$ cat src/rtl/qq_pkg.sv
// ============================================================================
// Module      : qq_pkg
// Description : Shared types and helpers for the QuickQ host front end.
// Revision    : 1.0 - initial release
// ============================================================================
`default_nettype none

package qq_pkg;

    localparam int c_QQ_W = 8;

    typedef enum logic [1:0] {
        ENQ  = 2'b00,
        DEQ  = 2'b01,
        REPL = 2'b10,
        RSVD = 2'b11
    } qq_op_t;

    typedef enum logic [1:0] {
        IDLE   = 2'b00,
        SETTLE = 2'b01,
        RESP   = 2'b10
    } qq_front_state_t;

    typedef struct packed {
        qq_op_t              op;
        logic [c_QQ_W-1:0]   data;
    } qq_cmd_t;

    // A command is rejected when the node chain cannot legally perform it.
    function automatic logic qq_is_error(input qq_op_t op,
                                         input logic   node_full,
                                         input logic   node_empty);
        logic err;
        case (op)
            ENQ:       err = node_full;
            DEQ, REPL: err = node_empty;
            default:   err = 1'b1;
        endcase
        return err;
    endfunction

endpackage

`default_nettype wire

$ cat src/rtl/qq_cmd_fifo.sv
// ============================================================================
// Module      : qq_cmd_fifo
// Description : Small synchronous command FIFO with full/empty/count status.
// Revision    : 1.0 - initial release
// ============================================================================
`default_nettype none

module qq_cmd_fifo #(
    parameter int DW    = 10,
    parameter int DEPTH = 4
) (
    input  logic                       clk,
    input  logic                       rst,
    input  logic                       push,
    input  logic [DW-1:0]              push_data,
    input  logic                       pop,
    output logic [DW-1:0]              head_data,
    output logic                       full,
    output logic                       empty,
    output logic [$clog2(DEPTH):0]     count
);

    localparam int AW = $clog2(DEPTH);
    localparam int CW = AW + 1;

    logic [DW-1:0] r_mem [DEPTH];
    logic [AW-1:0] r_wr_ptr;
    logic [AW-1:0] r_rd_ptr;
    logic [CW-1:0] r_count;
    logic          w_do_push;
    logic          w_do_pop;

    assign w_do_push = push && !full;
    assign w_do_pop  = pop && !empty;

    // Entries are cleared on reset so the head reads as zero afterwards.
    always_ff @(posedge clk or negedge rst) begin
        if (!rst) begin
            for (int i = 0; i < DEPTH; i++) begin
                r_mem[i] <= '0;
            end
            r_wr_ptr <= '0;
            r_rd_ptr <= '0;
            r_count  <= '0;
        end else begin
            if (w_do_push) begin
                r_mem[r_wr_ptr] <= push_data;
                r_wr_ptr        <= r_wr_ptr + AW'(1);
            end
            if (w_do_pop) begin
                r_rd_ptr <= r_rd_ptr + AW'(1);
            end
            case ({w_do_push, w_do_pop})
                2'b10:   r_count <= r_count + CW'(1);
                2'b01:   r_count <= r_count - CW'(1);
                default: r_count <= r_count;
            endcase
        end
    end

    assign head_data = r_mem[r_rd_ptr];
    assign full      = (r_count == CW'(DEPTH));
    assign empty     = (r_count == '0);
    assign count     = r_count;

endmodule

`default_nettype wire

$ cat src/rtl/qq_front.sv
// ============================================================================
// Module      : qq_front
// Description : Host command front end: buffers commands, issues them one at
//               a time to the queue node chain and returns one response each.
// Revision    : 1.0 - initial release
// ============================================================================
`default_nettype none

module qq_front
    import qq_pkg::*;
#(
    parameter int W  = 8,
    parameter int FD = 4
) (
    input  logic         clk,
    input  logic         rst,
    input  logic         cmd_valid,
    output logic         cmd_ready,
    input  logic [1:0]   cmd_op,
    input  logic [W-1:0] cmd_data,
    output logic         rsp_valid,
    input  logic         rsp_ready,
    output logic [W-1:0] rsp_data,
    output logic         rsp_err,
    output logic         enq_o,
    output logic         deq_o,
    output logic         repl_o,
    output logic [W-1:0] data_o,
    input  logic         rdy_i,
    input  logic         full_i,
    input  logic         empty_i,
    input  logic [W-1:0] data_i
);

    localparam int AW = $clog2(FD);
    localparam int CW = AW + 1;
    localparam int DW = W + 2;

    qq_front_state_t r_state;
    qq_front_state_t w_state_next;
    logic [W-1:0]    r_rsp_data;
    logic [W-1:0]    w_rsp_data_next;
    logic            r_rsp_err;
    logic            w_rsp_err_next;

    logic            w_push;
    logic            w_pop;
    logic            w_fifo_full;
    logic            w_fifo_empty;
    logic [CW-1:0]   w_fifo_count;
    logic [DW-1:0]   w_fifo_head;
    qq_op_t          w_head_op;
    logic [W-1:0]    w_head_data;

    assign cmd_ready = !w_fifo_full;
    assign w_push    = cmd_valid && cmd_ready;

    qq_cmd_fifo #(
        .DW    (DW),
        .DEPTH (FD)
    ) u_cmd_fifo (
        .clk       (clk),
        .rst       (rst),
        .push      (w_push),
        .push_data ({cmd_op, cmd_data}),
        .pop       (w_pop),
        .head_data (w_fifo_head),
        .full      (w_fifo_full),
        .empty     (w_fifo_empty),
        .count     (w_fifo_count)
    );

    always_comb begin
        assert (w_fifo_full == (w_fifo_count == CW'(FD)));
    end

    assign w_head_op   = qq_op_t'(w_fifo_head[DW-1:W]);
    assign w_head_data = w_fifo_head[W-1:0];
    assign data_o      = w_head_data;

    always_comb begin
        w_state_next    = r_state;
        w_rsp_data_next = r_rsp_data;
        w_rsp_err_next  = r_rsp_err;
        w_pop           = 1'b0;
        enq_o           = 1'b0;
        deq_o           = 1'b0;
        repl_o          = 1'b0;
        case (r_state)
            IDLE: begin
                // Status inputs only matter in the cycle the head is popped.
                if (!w_fifo_empty && rdy_i) begin
                    w_pop = 1'b1;
                    if (qq_is_error(w_head_op, full_i, empty_i)) begin
                        w_rsp_err_next  = 1'b1;
                        w_rsp_data_next = '0;
                        w_state_next    = RESP;
                    end else begin
                        w_rsp_err_next  = 1'b0;
                        w_rsp_data_next = (w_head_op == ENQ) ? w_head_data : data_i;
                        enq_o           = (w_head_op == ENQ);
                        deq_o           = (w_head_op == DEQ);
                        repl_o          = (w_head_op == REPL);
                        w_state_next    = SETTLE;
                    end
                end
            end
            SETTLE: begin
                if (rdy_i) begin
                    w_state_next = RESP;
                end
            end
            RESP: begin
                if (rsp_ready) begin
                    w_state_next = IDLE;
                end
            end
            default: begin
                w_state_next = IDLE;
            end
        endcase
    end

    always_ff @(posedge clk or negedge rst) begin
        if (!rst) begin
            r_state    <= IDLE;
            r_rsp_data <= '0;
            r_rsp_err  <= 1'b0;
        end else begin
            r_state    <= w_state_next;
            r_rsp_data <= w_rsp_data_next;
            r_rsp_err  <= w_rsp_err_next;
        end
    end

    assign rsp_valid = (r_state == RESP);
    assign rsp_data  = r_rsp_data;
    assign rsp_err   = r_rsp_err;

endmodule

`default_nettype wire

$ cat config.mk
export PLATFORM = sky130hd
export DESIGN_NAME = qq_front
export DESIGN_NICKNAME = d
export VERILOG_FILES = /design/src/rtl/qq_pkg.sv /design/src/rtl/qq_cmd_fifo.sv /design/src/rtl/qq_front.sv
export SDC_FILE = /design/constraint.sdc
export NUM_CORES = 1
export LEC_CHECK = 0
export ABC_AREA = 0
export BUFFER_PORTS_ARGS = -buffer_cell sky130_fd_sc_hd__clkbuf_2
export CAP_MARGIN = 20
export CORE_MARGIN = 4
export CORE_UTILIZATION = 50
export CTS_BUF_LIST = sky130_fd_sc_hd__clkbuf_4 sky130_fd_sc_hd__clkbuf_8
export DETAILED_ROUTE_END_ITERATION = 10
export GPL_ROUTABILITY_DRIVEN = 0
export GPL_TIMING_DRIVEN = 0
export PLACE_DENSITY = 0.72
export SYNTH_ARGS = -nofsm -noshare
export SYNTH_HDL_FRONTEND = slang
export SYNTH_SLANG_ARGS = --single-unit
$ cat constraint.sdc
create_clock -name clk -period 9.35 [get_ports clk]
set_clock_uncertainty 0.1 [all_clocks]
set_input_delay 2.805 -clock clk [delete_from_list [all_inputs] [get_ports clk]]
set_output_delay 2.805 -clock clk [all_outputs]
set_load 0.02 [all_outputs]
==> flow_summary_export.csv <==
group,metric,value,unit
status,outcome,"finished clean",
floorplan,core,5270,sq um
detailed_routing,wl_per_cell,17.4,um
sta,timing.final.max_slew_violations,0,
global_route,grt_pass1_vias,1766,
floorplan,io_pins,47,
global_route,grt_overflow,0,
sta,rsz0062_at_grt,"no",
placed_design,placed_cells,300,
yosys,yosysTopAreaCell,"dfrtp_1",
sta,finalHoldViolCount,0,
yosys,synth_warnings,0,
clocking,clkLatencyLatePin,330,ps
critical_path,critical_path_class,"in2out",
sta,fmax,0.147,GHz
yosys,synth_cell_types,27,
clocking,cts_setup_buffers,0,
yosys,synthCells,185,
yosys,synth-edff-count,0,
clocking,htree_num_levels,3,
sta,setup_tns,0,ps
clocking,clk_pin_slew,70,ps
finish,layout-drive-gt1-share,45.5,%
detailed_routing,route.detailed.drc,0,
yosys,synthTopCellsByCount,"dfrtp_1, mux2_2, inv_1, mux4_1, ha_1",
power_and_ir_drop,leakage,1.58,nW
sta,slew_headroom,47.8,%
yosys,syn_area_per_cell,15.1,sq um
floorplan,die_w,82.7,um
detailed_routing,drt-initial-drc-count,92,
finish,n_antenna_cell,0,
critical_path,setup.worst_path.end_class,"output port",
global_route,antenna_found_initial,0,
critical_path,critPathArrivalTime,3910,ps
sta,finalCritPeriodShare,72.9,%
power_and_ir_drop,powerDensity,407,nW/um^2
floorplan,initial_core_util,53.0,%
floorplan,num_rows,26,
min_path,hp-class,"reg2reg",
power_and_ir_drop,irDropWorstVdd,0.180,mV
yosys,synth_top_area_share,52.0,%
job,max_cap_viol_count,0,
finish,layout.nets,276,
yosys,synth-seq-cells,58,
detailed_routing,routed_via_density,5.41,
critical_path,cp-start-kind,"primary input",
floorplan,die_h,82.7,um
clocking,cts_root_buf,"clkbuf_8",
placed_design,dp.final_hpwl,3680,um
global_route,grt_util_all_layers,18.3,%
clocking,cts-buffers-inserted,9,
finish,area_growth,20.3,%
yosys,synth_area_leaders,"dfrtp_1, mux2_2, mux4_1, ha_1, mux2i_1",
yosys,synth_area,2790,sq um
critical_path,path_max_fanout,10,
yosys,synth_flop_cell,"dfrtp_1",
yosys,ys_async_sr_fraction,100,%
critical_path,required,6450,ps
power_and_ir_drop,power,1.37,mW
sta,tightest_slew,783,ps
yosys,yosysSeqAreaShare,52.0,%
placed_design,placed_area,3110,sq um
global_route,grt_pass1_wl,8910,um
finish,fin_area,3360,sq um
placed_design,portBuffers,45,
detailed_routing,via_count,1710,
yosys,synth_most_common_cell,"dfrtp_1",
clocking,cts_resized,0,
clocking,clkSinkCount,58,
sta,min_period,6810,ps
clocking,cts_tree,"yes",
global_route,grt_max_degree,59,
detailed_routing,drt-total-wl,5500,um
detailed_routing,first_pass_iters,5,
detailed_routing,ant_nets,0,
finish,fin_cells,316,
floorplan,die-area,6840,sq um
clocking,cts.path.max_buffers,2,
yosys,synth_nets,220,
clocking,cts_hold_buf,0,
sta,final-setup-viol-count,0,
[logic make-up after synthesis]
| logic type | synth area share [%] |
|---|---|
| buffers and inverters | 3.23 |
| adder cells (fa/ha/maj) | 4.75 |
| XOR/XNOR | 1.88 |
| flip-flops | 52.0 |
| AO/OA/AOI/OAI | 4.21 |
| multiplexers | 28.8 |
| AND/OR/NAND/NOR | 5.11 |
[cell usage in the layout (no fill, tap or decap), types with 2 or more instances in the layout]
master	netlist	layout
buf_2	3	3
buf_6	2	2
bufinv_16	0	3
clkbuf_2	0	44
clkbuf_8	0	11
clkinv_2	0	2
dfrtp_1	58	58
ha_1	9	9
inv_1	12	12
mux2_2	41	41
mux2i_1	8	8
mux4_1	10	10
nand2_1	4	4
nand3_4	4	4
nor2_1	5	5
nor2b_1	2	2
o21ai_0	2	2
o2bb2ai_1	8	8
xnor2_1	4	4
xor2_1	2	2
[registers in the layout, summed over array words and instances, names as in the netlist]
signal and cells:
u_cmd_fifo.count 3, rsp_err 1, rsp_data 8, u_cmd_fifo.r_wr_ptr 2
u_cmd_fifo.r_mem 40, r_state 2, u_cmd_fifo.r_rd_ptr 2
[area by class of cell]
class / count / area (sq um)
Buffer: 6 / 45.0
Timing Repair Buffer: 45 / 228
Sequential cell: 58 / 1450
Multi-Input combinational cell: 109 / 1250
Clock inverter: 5 / 100
Tap cell: 70 / 87.6
Clock buffer: 11 / 151
Fill cell: 426 / 1910
Inverter: 12 / 45.0
[report_power, final]
group	switching (mW)	total (mW)	internal [mW]
Clock	0.0996	0.290	0.191
Combinational	0.327	0.631	0.304
Sequential	0.0673	0.444	0.377
Total	0.494	1.37	0.871
[metrics by stage]
stage | hold WS, ps | utilization [%] | setup WS [ps]
after floorplan | 355 | - | 2840
after global placement | 374 | 58.9 | 2540
after detailed placement | 379 | 59.0 | 2510
after CTS | 387 | 63.7 | 2520
after global routing | 404 | 63.7 | 2410
final | 392 | 63.7 | 2540
[worst max-delay path, cell delays in order]
cell	delay [ps]
clkbuf_2	110
o31a_1	220
nand4_1	200
buf_2	270
nor2_1	120
clkbuf_2	180
[layer usage]
metal  wire, um  part of all wire, %  track usage (%)
met2       2700                   49             29.2
met1       2470                   45             23.7
met3        245                  4.5             5.21
met4         76                  1.4             7.35
met5          0                    0                0
[path summary, 6_finish.rpt]
| path | depth (start not counted) | end | startpoint | slack, ps |
|---|---|---|---|---|
| min reg2reg | 1 | u_cmd_fifo.count[2]$_DFFE_PN0P_ | u_cmd_fifo.count[2]$_DFFE_PN0P_ | 390 |
| min in group asynchronous | 1 | rsp_err$_DFFE_PN0N_ | rst | 2480 |
| max in group asynchronous | 1 | u_cmd_fifo.r_mem[12]$_DFFE_PN0P_ | rst | 6160 |
| max | 6 | deq_o | rdy_i | 2540 |
| max reg2reg | 9 | r_state[0]$_DFFE_PN0P_ | u_cmd_fifo.r_rd_ptr[0]$_DFFE_PN0P_ | 6660 |
| min | 1 | u_cmd_fifo.count[2]$_DFFE_PN0P_ | u_cmd_fifo.count[2]$_DFFE_PN0P_ | 390 |
(Power assumes the default switching activity.)
